--- src/rtl/frame_pkg.sv ---
// frame_pkg: frame layout shared by the packer and its downstream consumer
package frame_pkg;
  localparam int N_BYTES = 8;
  localparam int BYTE_W = 8;
  typedef struct packed {
    logic [N_BYTES-1:0][BYTE_W-1:0] a;
    logic [15:0]                    b;
  } frame_t;
  typedef enum logic [1:0] {IDLE, FILL, HOLD} state_t;
endpackage

--- src/rtl/byte_frame_packer.sv ---
// byte_frame_packer: packs up to 8 bytes into a frame with byte count and XOR checksum
module byte_frame_packer
  import frame_pkg::*;
#(
  parameter bit FIRST_HIGH = 1'b0
) (
  input  logic        clk,
  input  logic        rst,
  input  logic        in_valid,
  output logic        in_ready,
  input  logic [7:0]  in_data,
  input  logic        in_last,
  output logic        out_valid,
  input  logic        out_ready,
  output logic [79:0] out_frame
);
  state_t     state, state_n;
  frame_t     frame, frame_n;
  logic [2:0] cnt, cnt_n, k, idx;
  logic [7:0] csum, csum_n;
  logic [3:0] len;
  logic       start, acc, close;
  assign out_valid = state == HOLD;
  assign in_ready  = !out_valid || out_ready;
  assign out_frame = frame;
  // The output register doubles as the build buffer; a byte accepted outside FILL opens a fresh frame.
  always_comb begin
    start   = state != FILL;
    acc     = in_valid && in_ready;
    k       = start ? 3'd0 : cnt;
    idx     = FIRST_HIGH ? 3'd7 - k : k;
    close   = in_last || k == 3'd7;
    len     = {1'b0, k} + 4'd1;
    state_n = state;
    frame_n = frame;
    cnt_n   = cnt;
    csum_n  = csum;
    if (acc) begin
      cnt_n           = k + 3'd1;
      csum_n          = (start ? 8'h00 : csum) ^ in_data;
      frame_n.a       = start ? '0 : frame.a;
      frame_n.a[idx]  = in_data;
      frame_n.b       = {4'h0, len, csum_n};
      state_n         = close ? HOLD : FILL;
    end else begin
      state_n = (out_valid && out_ready) ? IDLE : state;
    end
  end
  always_ff @(posedge clk or posedge rst) begin
    if (rst) begin
      state <= IDLE;
      frame <= '0;
      cnt   <= '0;
      csum  <= '0;
    end else begin
      state <= state_n;
      frame <= frame_n;
      cnt   <= cnt_n;
      csum  <= csum_n;
    end
  end
endmodule

--- config.mk ---
export PLATFORM = sky130hd
export DESIGN_NAME = byte_frame_packer
export DESIGN_NICKNAME = d
export VERILOG_FILES = /design/src/rtl/frame_pkg.sv /design/src/rtl/byte_frame_packer.sv
export SDC_FILE = /design/constraint.sdc
export NUM_CORES = 1
export LEC_CHECK = 0
export ABC_AREA = 1
export BUFFER_PORTS_ARGS = -buffer_cell sky130_fd_sc_hd__buf_4
export CORE_MARGIN = 4
export CORE_UTILIZATION = 55
export CTS_CLUSTER_DIAMETER = 150
export DETAILED_ROUTE_END_ITERATION = 8
export GPL_ROUTABILITY_DRIVEN = 1
export PLACE_DENSITY_LB_ADDON = 0.15
export SLEW_MARGIN = 25
export SYNTH_ARGS = -nofsm -noshare
export SYNTH_HDL_FRONTEND = slang
export SYNTH_SLANG_ARGS = --single-unit
--- constraint.sdc ---
create_clock -name clk -period 7 [get_ports clk]
set_input_delay 0.7 -clock clk [delete_from_list [all_inputs] [get_ports clk]]
set_output_delay 0.7 -clock clk [all_outputs]
set_load 0.02 [all_outputs]
==> results_dict.tcl <==
set metrics [dict create \
    grt.met2_usage_pct 35.4 \
    routabilityCongestion 0.852 \
    ys_types 24 \
    grtUsageMet1_pct 35.1 \
    synth_area_um2 3210 \
    cts-resized-gates 0 \
    cap_violations 0 \
    htreeDepth 3 \
    cts.path.max_buffers 2 \
    die_h_um 84.4 \
    wire_per_inst_um 16.0 \
    ios 95 \
    startpoint "state[0]$_DFFE_PP0P_" \
    drtIter0Drc 241 \
    cp_max_fo 42 \
    grt_max_degree 79 \
    hold_start "out_frame[22]$_DFFE_PP0P_" \
    grt_pass1_wl_um 13600 \
    yosysMostFrequentCell "nand2_1" \
    hold_violations 0 \
    grt_usage_pct 24.2 \
    clk_pin_slew_ns 0.09 \
    status "completed" \
    dp_hpwl_um 5850 \
    yosys-top-cells-count "nand2_1 (120), dfrtp_1 (78), o21ai_0 (61)" \
    synth_top_area_share_pct 60.7 \
    synthTopCellsByArea "dfrtp_1 (61%), nand2_1 (14%), o21ai_0 (9.5%)" \
    synthCells 342 \
    maxSlewHeadroom_pct 53.1 \
    drc 0 \
    utilization_pct 74.2 \
    synth_top_cell_by_area "dfrtp_1" \
    cts_tree "built" \
    die_area_um2 7130 \
    die_w_um 84.4 \
    rsz0062_at_grt "no" \
    use_met3_pct 5.89 \
    nets 448 \
    port_buffers 90 \
    worst_pin_slew_ns 0.703 \
    core_area_um2 5570 \
    p_leak_nw 2.14 \
    grt_pass1_vias 2703 \
    drive_gt1_share_pct 28.0 \
    fmax_ghz 0.480 \
    critPathRequiredTime_ns 7.22 \
    busiest_layer "met2" \
    ys.flop_type "dfrtp_1" \
    drt_first_pass_iters 4 \
    ir_drop_uv 155 \
    vias 2729 \
    crit_arrival_ns 2.31 \
    wirelength_um 8190 \
    ys_seq_area_share_pct 60.7 \
    via_per_inst 5.33 \
    r2r_start "state[0]$_DFFE_PP0P_" \
    skew_ns 0.0113 \
    finalMaxSlewViolations 0 \
    yosys_warnings 0 \
    async_flop_share_pct 100 \
    syn_area_per_cell_um2 9.39 \
    root_buffer "clkbuf_8" \
    cp-end-kind "register" \
    holdCritPathClass "register to register" \
    power.density_nw_per_um2 289 \
    route.antenna.remaining_nets 0 \
    worst_skew_pair.late_latency_ns 0.35 \
    fp-row-count 27 \
    setup_violations 0 \
    post-cts-setup-buffers 0 \
    grt-ovfl-total 0 \
    ys_seq_elements 78 \
    start_kind "register" \
    diodes 0 \
    ctsHoldBuffers 0 \
    cts_sinks 78 \
    start_util_pct 57.6 \
    criticalPathCategory "register to register" \
    period_needed_ns 2.08 \
    area_growth_pct 28.7 \
    cts_buffers 9 \
    min_period_over_period_pct 29.8 \
    synth-edff-count 0 \
    antenna_found_initial 0 \
    final.setup.tns_ns 0 \
]
[layout make-up]
class / count / area [um2]
Inverter: 16 / 60.1
Fill cell: 430 / 1440
Sequential cell: 78 / 1950
Clock buffer: 9 / 124
Multi-Input combinational cell: 239 / 1120
Clock inverter: 7 / 97.6
Timing Repair Buffer: 91 / 687
Tap cell: 72 / 90.1
[worst paths after layout]
path,end,slack [ns],cells after the start
setup reg to reg,out_frame[66]$_DFFE_PP0P_,4.92,7
min in group asynchronous,out_frame[68]$_DFFE_PP0P_,0.51,3
setup / recovery,out_frame[66]$_DFFE_PP0P_,4.92,7
hold reg to reg,out_frame[22]$_DFFE_PP0P_,0.49,2
max in group asynchronous,out_frame[50]$_DFFE_PP0P_,5.97,3
hold / removal,out_frame[22]$_DFFE_PP0P_,0.49,2
[cell usage in the layout, fill, tap and decap left out]
master      instances
a21oi_1             3
buf_4              90
buf_6               1
bufinv_16           2
clkbuf_8            9
clkinv_2            1
clkinv_4            1
clkinvlp_4          2
conb_1              4
dfrtp_1            78
inv_1              13
inv_2               3
inv_6               1
nand2_1           120
nand2_2             7
nand3_1            19
nand3_2             1
nand4_1             2
nand4_2             1
nand4_4             1
nor2_1              2
nor2_4              2
nor3_1              2
o21ai_0            61
o21ai_1             5
o21ai_2             1
xnor2_1             1
xor2_1              7
[metrics by stage]
step | hold slack [ns] | setup slack, ns | total power [mW] | instance area, um2 | instances
2_1_floorplan | 0.570 | 4.30 | 0.716 | 3220 | 345
5_1_grt | 0.506 | 4.68 | 1.25 | 4140 | 512
6_report | 0.491 | 4.92 | 1.19 | 4140 | 512
3_3_place_gp | 0.470 | 4.68 | 0.829 | 3910 | 496
4_1_cts | 0.495 | 4.92 | 1.20 | 4130 | 512
3_5_place_dp | 0.475 | 4.60 | 0.834 | 3910 | 496
[cell families after synthesis]
kind of cell / share of synthesized area [%]
xor gates and xnor gates: 2.18
buffers and inverters: 4.59
DFF: 60.7
other: 0.117
AOI/OAI and AO/OA: 11.0
and+or+nand+nor: 21.3
[worst max-delay path, cell delays in order, from the launching register on]
cell and delay, ns:
dfrtp_1 0.43, inv_1 0.12, nand3_2 0.10, nand2_2 0.15, inv_2 0.55, nand2_1 0.37
nand2_1 0.16, o21ai_0 0.09
[state kept, by name, indices dropped and copies added (netlist names)]
| register | count |
|---|---|
| out_frame | 67 |
| csum | 7 |
| cnt | 2 |
| state | 2 |
[where the power goes]
group | leakage [nW] | total, mW | switching [mW] | internal (mW)
clock | 0.106 | 0.369 | 0.167 | 0.202
combinational | 0.984 | 0.284 | 0.182 | 0.101
sequential | 1.05 | 0.541 | 0.0419 | 0.500
[layer usage]
layer	up-vias	part of all wire [%]
li1	1296	-
met1	1315	44
met2	103	46
met3	15	8.2
met4	0	1.6
met5	-	0
Power figures use the tool's default switching activity.
